**config.mk**
```make
export PLATFORM = sky130hd
export DESIGN_NAME = sim_ctrl
export DESIGN_NICKNAME = d
export VERILOG_FILES = /design/src/rtl/sim_ctrl_pkg.sv /design/src/rtl/sim_ctrl_sat_cnt.sv /design/src/rtl/sim_ctrl.sv
export SDC_FILE = /design/constraint.sdc
export NUM_CORES = 1
export LEC_CHECK = 0
export CORE_MARGIN = 10
export CORE_UTILIZATION = 55
export CTS_CLUSTER_SIZE = 28
export DETAILED_ROUTE_END_ITERATION = 16
export GPL_ROUTABILITY_DRIVEN = 0
export GPL_TIMING_DRIVEN = 0
export PLACE_DENSITY = 0.93
export REMOVE_ABC_BUFFERS = 1
export SYNTH_ARGS = -nofsm -noshare
export SYNTH_HDL_FRONTEND = slang
export SYNTH_SLANG_ARGS = --single-unit
```
**constraint.sdc**
```tcl
create_clock -name clk -period 3.3 [get_ports clk]
set_input_delay 0.66 -clock clk [delete_from_list [all_inputs] [get_ports clk]]
set_output_delay 0.66 -clock clk [all_outputs]
set_load 0.02 [all_outputs]
```
**src/rtl/sim_ctrl_pkg.sv**
```systemverilog
// sim_ctrl_pkg
// Shared definitions for the simulation run controller: the FSM state
// encoding (also exported on the debug `state` port) and its width.
package sim_ctrl_pkg;

  localparam int STATE_W = 2;

  typedef enum logic [STATE_W-1:0] {
    ST_IDLE   = 2'd0,
    ST_RUN    = 2'd1,
    ST_DRAIN  = 2'd2,
    ST_FINISH = 2'd3
  } state_e;

endpackage

```
**src/rtl/sim_ctrl_sat_cnt.sv**
```systemverilog
// sim_ctrl_sat_cnt
// Up-counter with synchronous clear, count enable and saturation at all-ones.
// Ports:
//   clk   - clock, posedge
//   rst_n - synchronous active-low reset (count -> 0)
//   clr   - synchronous clear, has priority over en
//   en    - count enable
//   cnt   - registered count value
module sim_ctrl_sat_cnt
  import sim_ctrl_pkg::*;
#(
  parameter int W = 8
) (
  input  logic         clk,
  input  logic         rst_n,
  input  logic         clr,
  input  logic         en,
  output logic [W-1:0] cnt
);

  logic [W-1:0] cnt_q;
  logic [W-1:0] cnt_d;

  always_comb begin
    cnt_d = cnt_q;
    if (clr) begin
      cnt_d = '0;
    end else if (en && (cnt_q != '1)) begin
      cnt_d = cnt_q + W'(1);
    end
  end

  always_ff @(posedge clk) begin
    if (!rst_n) begin
      cnt_q <= '0;
    end else begin
      cnt_q <= cnt_d;
    end
  end

  assign cnt = cnt_q;

endmodule

```
**src/rtl/sim_ctrl.sv**
```systemverilog
// sim_ctrl
// Simulation run controller: waits for `start`, counts RUN cycles, ends the
// run on `done_req` (or on the watchdog when built with SIM_CTRL_TIMEOUT_EN),
// drains for DRAIN_CYCLES cycles and then raises a sticky `finish`.
// Optional feature macro: SIM_CTRL_TIMEOUT_EN (watchdog + `timeout` output).
// Ports:
//   clk       - clock, posedge
//   rst_n     - synchronous active-low reset
//   start     - begin a run (sampled in IDLE only)
//   done_req  - request normal end of run (sampled in RUN only)
//   finish    - sticky run-complete flag
//   running   - high while in RUN
//   timeout   - sticky, run ended by the watchdog (0 without the macro)
//   heartbeat - one-cycle pulse every HB_PERIOD RUN cycles
//   cycle_cnt - saturating count of RUN cycles
//   state     - current FSM state (debug)
module sim_ctrl
  import sim_ctrl_pkg::*;
#(
  parameter int CNT_W        = 32,
  parameter int MAX_CYCLES   = 1000,
  parameter int DRAIN_CYCLES = 4,
  parameter int HB_PERIOD    = 100
) (
  input  logic               clk,
  input  logic               rst_n,
  input  logic               start,
  input  logic               done_req,
  output logic               finish,
  output logic               running,
  output logic               timeout,
  output logic               heartbeat,
  output logic [CNT_W-1:0]   cycle_cnt,
  output logic [STATE_W-1:0] state
);

  localparam int DRAIN_W = (DRAIN_CYCLES > 1) ? $clog2(DRAIN_CYCLES) : 1;
  localparam int HB_W    = (HB_PERIOD > 1) ? $clog2(HB_PERIOD) : 1;
  // Terminal values; clamped to 0 when the feature is disabled so the
  // constants stay in range.
  localparam logic [DRAIN_W-1:0] DRAIN_LAST =
    DRAIN_W'((DRAIN_CYCLES > 0) ? DRAIN_CYCLES - 1 : 0);
  localparam logic [HB_W-1:0] HB_LAST =
    HB_W'((HB_PERIOD > 0) ? HB_PERIOD - 1 : 0);

  if (MAX_CYCLES < 1) begin : g_bad_max_cycles
    $error("sim_ctrl: MAX_CYCLES must be >= 1");
  end

  state_e            state_q, state_d;
  logic              finish_q, finish_d;
  logic              running_q, running_d;
  logic              heartbeat_q, heartbeat_d;
  logic [HB_W-1:0]   hb_cnt_q, hb_cnt_d;
  logic              cyc_clr, cyc_en;
  logic              drain_clr, drain_en;
  logic [DRAIN_W-1:0] drain_cnt;
  logic              wd_hit;

`ifdef SIM_CTRL_TIMEOUT_EN
  logic timeout_q, timeout_d;
  // Fires on the last allowed RUN edge so the run lasts exactly MAX_CYCLES.
  assign wd_hit  = (cycle_cnt == CNT_W'(MAX_CYCLES - 1));
  assign timeout = timeout_q;
`else
  assign wd_hit  = 1'b0;
  assign timeout = 1'b0;
`endif

  sim_ctrl_sat_cnt #(.W(CNT_W)) u_cycle_cnt (
    .clk   (clk),
    .rst_n (rst_n),
    .clr   (cyc_clr),
    .en    (cyc_en),
    .cnt   (cycle_cnt)
  );

  sim_ctrl_sat_cnt #(.W(DRAIN_W)) u_drain_cnt (
    .clk   (clk),
    .rst_n (rst_n),
    .clr   (drain_clr),
    .en    (drain_en),
    .cnt   (drain_cnt)
  );

  always_comb begin
    state_d     = state_q;
    finish_d    = finish_q;
    running_d   = running_q;
    hb_cnt_d    = hb_cnt_q;
    heartbeat_d = 1'b0;
    cyc_clr     = 1'b0;
    cyc_en      = 1'b0;
    // Drain counter idles at 0 and only counts while draining.
    drain_clr   = (state_q != ST_DRAIN);
    drain_en    = (state_q == ST_DRAIN);
`ifdef SIM_CTRL_TIMEOUT_EN
    timeout_d   = timeout_q;
`endif

    case (state_q)
      ST_IDLE: begin
        if (start) begin
          state_d   = ST_RUN;
          running_d = 1'b1;
          cyc_clr   = 1'b1;
          hb_cnt_d  = '0;
        end
      end

      ST_RUN: begin
        // Counting continues on the exit edge so the final count equals
        // the number of RUN cycles.
        cyc_en = 1'b1;
        if (HB_PERIOD > 0) begin
          if (hb_cnt_q == HB_LAST) begin
            hb_cnt_d    = '0;
            heartbeat_d = 1'b1;
          end else begin
            hb_cnt_d = hb_cnt_q + HB_W'(1);
          end
        end
        if (done_req || wd_hit) begin
          running_d = 1'b0;
`ifdef SIM_CTRL_TIMEOUT_EN
          // done_req wins over a simultaneous watchdog hit.
          if (!done_req) begin
            timeout_d = 1'b1;
          end
`endif
          if (DRAIN_CYCLES > 0) begin
            state_d = ST_DRAIN;
          end else begin
            state_d  = ST_FINISH;
            finish_d = 1'b1;
          end
        end
      end

      ST_DRAIN: begin
        if (drain_cnt == DRAIN_LAST) begin
          state_d  = ST_FINISH;
          finish_d = 1'b1;
        end
      end

      ST_FINISH: begin
        finish_d = 1'b1;
      end

      default: begin
        state_d = ST_IDLE;
      end
    endcase
  end

  always_ff @(posedge clk) begin
    if (!rst_n) begin
      state_q     <= ST_IDLE;
      finish_q    <= 1'b0;
      running_q   <= 1'b0;
      heartbeat_q <= 1'b0;
      hb_cnt_q    <= '0;
`ifdef SIM_CTRL_TIMEOUT_EN
      timeout_q   <= 1'b0;
`endif
    end else begin
      state_q     <= state_d;
      finish_q    <= finish_d;
      running_q   <= running_d;
      heartbeat_q <= heartbeat_d;
      hb_cnt_q    <= hb_cnt_d;
`ifdef SIM_CTRL_TIMEOUT_EN
      timeout_q   <= timeout_d;
`endif
    end
  end

  assign finish    = finish_q;
  assign running   = running_q;
  assign heartbeat = heartbeat_q;
  assign state     = state_q;

endmodule
```
==> qor.csv <==
stage;metric;value;unit
layout;postLayoutCellArea;2979;sq um
power_and_ir_drop;p_per_area;476.4;nW/um^2
hold_path;worstHoldPathCells;1;
timing;timing.fmax;0.3854;GHz
floorplanning;core_area;4354;sq um
timing;period_needed;2.595;ns
floorplanning;dieArea;7545;sq um
worst_setup_path;crit_top_cell;and3_1;
run_status;outcome;completed;
layout;fill_cells;357;
global_route;grt-ovfl-total;0;
clocking;cts_setup_buffers;0;
synthesis;synth.avg_cell_area;8.688;sq um
timing;timing.final.ws_setup;0.7055;ns
worst_setup_path;endpoint_kind;flop;
global_route;grt_use_total;15.73;%
clocking;ctsResizeCount;0;
worst_setup_path;critical_path.slowest_cell;ha_1;
floorplanning;die_x;86.86;um
timing;grt_setup_unrepaired;no;
hold_path;hold_class;reg -> reg;
layout;area_growth;21.17;%
layout;antennaDiodeCount;0;
synthesis;ys_ff_latch;46;
run;maxCapViolCount;0;
worst_setup_path;rr_endpoint;u_cycle_cnt.cnt[25];
timing;finalHoldViolCount;0;
clocking;root_buffer;clkbuf_8;
global_route;grt_pass1_wl;10010;um
global_route;use_met3;6.180;%
synthesis;synth_area;2459;sq um
placement;preCtsSetupSlack;0.7502;ns
synthesis;synth_async_sr_flop_share;0;%
synthesis;synth_flop_cell;dfxtp_1;
synthesis;ys_types;55;
floorplanning;die_y;86.86;um
clocking;clkTransAtPathRegs;0.09;ns
power_and_ir_drop;p_leak;0.001020;uW
global_route;grt_pass1_vias;2235;
routing;num_vias;2277;
layout;mostFrequentLayoutCells;46 x dfxtp_1, 40 x clkdlybuf4s50_1, 27 x nor2_1;
routing;drc;0;
placement;io_buffers;40;
power_and_ir_drop;irDropWorstVdd;0.3970;mV
routing;drt-total-wl;5834;um
layout;drive_gt1_share;6.832;%
global_route;antenna_found_initial;0;
routing;viasPerCell;6.088;
timing;slew_viol_final;0;
placement;dpl_cell_area;2865;sq um
placement;hpwl;4307;um
worst_setup_path;arrival;2.80;ns
clocking;cts_tree;done;
clocking;cts_buffers;5;
routing;drt-initial-drc-count;209;
global_route;grt_max_degree;30;
floorplanning;ioPinCount;42;
synthesis;ys_warn_count;0;
timing;finClkSkew;0.004359;ns
timing;fin_crit_sh;78.62;%
worst_setup_path;worst-r2r-cell-count;6;
worst_setup_path;startpoint_type;flop;
synthesis;synthCells;283;
layout;mostFrequentLayoutCell;dfxtp_1;
worst_setup_path;path_class;reg -> reg;
synthesis;synth_edf_count;0;
worst_setup_path;r2r-start;state[0];
routing;dr.pass1.iters;4;
clocking;hold_buffers;0;
worst_setup_path;path_max_fanout;14;
worst_setup_path;crit_chain;ha_1 -> and3_1 -> and3_1 -> nand4_2 -> or4_1 -> a21oi_1;
global_route;grt_use_met2;27.38;%
global_route;busiest_layer;met2;
hold_path;hold_end;finish;
global_route;met1_usage;16.79;%
timing;tns;0;ns
worst_setup_path;required;3.50;ns
timing;relSlewSlack;33.86;%
hold_path;hold_start;finish;
layout;fin_nets;334;
worst_setup_path;r2r_slack;0.71;ns
clocking;cts_sinks;46;
clocking;clk_latency;0.30;ns
floorplanning;start_util;56.47;%
synthesis;ys_seq_area_share;37.46;%
timing;worstMarginPinSlew;0.9897;ns
timing;finalSetupViolations;0;
clocking;clockBufferDepth;2;
routing;ant_nets;0;
worst_setup_path;cpPeakStageDelay;0.52;ns
clocking;htreeDepth;2;
routing;wire_per_inst;15.60;um
floorplanning;rows;24;
worst max-delay path by stage:
| stage | startpoint | end | slack, ns | cells past startpoint |
|---|---|---|---|---|
| after floorplan | state[0] | u_cycle_cnt.cnt[31] | 1.0 | 6 |
| after global placement | rst_n | u_cycle_cnt.cnt[8] | 0.78 | 4 |
| after detailed placement | rst_n | u_cycle_cnt.cnt[8] | 0.75 | 4 |
| after CTS | state[0] | u_cycle_cnt.cnt[31] | 0.73 | 6 |
| after global routing | state[1] | u_cycle_cnt.cnt[25] | 0.48 | 7 |
| final | state[0] | u_cycle_cnt.cnt[25] | 0.71 | 6 |
metal layers:
| layer | wire [um] | share of wire, % |
|---|---|---|
| met1 | 2339 | 40 |
| met5 | 0 | 0 |
| met3 | 505 | 8.7 |
| met4 | 88 | 1.5 |
| met2 | 2901 | 50 |
cells by family after synthesis:
family,after synthesis,synth area share (%)
DFF,46,37.46
xor gates and xnor gates,18,6.412
buffers and inverters,14,3.155
and+or+nand+nor,138,32.42
AOI/OAI and AO/OA,54,14.61
adders and majority gates,9,4.580
muxes,3,1.221
other,1,0.1525
cells in the mapped netlist, drive strengths merged, types with 5 or more instances:
library cell,count,share of area (%)
dfxtp,46,37
nor2,28,4.4
nand2,22,3.4
a21oi,19,3.9
nand3,17,3.7
or3,15,4.0
nand4,14,4.4
o21ai,14,2.8
nor3,10,3.2
xor2,10,3.6
ha,9,4.6
xnor2,8,2.8
o31ai,7,3.3
and3,6,1.5
or4,6,2.1
and4,5,1.8
buf,5,1.4
inv,5,0.76
nor2b,5,1.3
nor4,5,1.3
power by group:
group          total [uW]  leakage (uW)  internal, uW  switching [uW]
Combinational         371      0.000598           146             225
Clock                 422     0.0000504           225             197
Sequential            627      0.000372           588            38.7
Total                1420       0.00102           959             460
metrics by stage:
step | total power [uW] | util, % | instances | hold WS (ns)
finish | 1419 | 68.42 | 374 | 0.4912
global route | 1499 | 68.42 | 374 | 0.5128
CTS | 1427 | 68.42 | 374 | 0.5003
detailed placement | 1010 | 65.80 | 366 | 0.4754
global placement | 995.0 | 65.80 | 366 | 0.4534
floorplan | 890.8 | - | 274 | 0.4676
worst max-delay path, delay by kind of cell, from the launching register on:
family	cells	cell delay (ns)
compound gates	1	0.21
fa+ha+maj	1	0.52
flops	1	0.47
simple gates	4	1.29
sequential cells by signal, indices dropped and copies added, names as in the netlist:
name and count:
u_cycle_cnt.cnt 32, state 2, heartbeat 1, u_drain_cnt.cnt 2, hb_cnt_q 7, running 1, finish 1
cell type report:
type / instances / area (sq um) / area share, %
Tap cell: 52 / 65.06 / 2.184
Clock inverter: 3 / 45.04 / 1.512
Inverter: 5 / 18.77 / 0.6300
Clock buffer: 5 / 68.82 / 2.310
Multi-Input combinational cell: 223 / 1460 / 49.01
Timing Repair Buffer: 40 / 400.4 / 13.44
Sequential cell: 46 / 920.9 / 30.91
(Power assumes the default switching activity.)
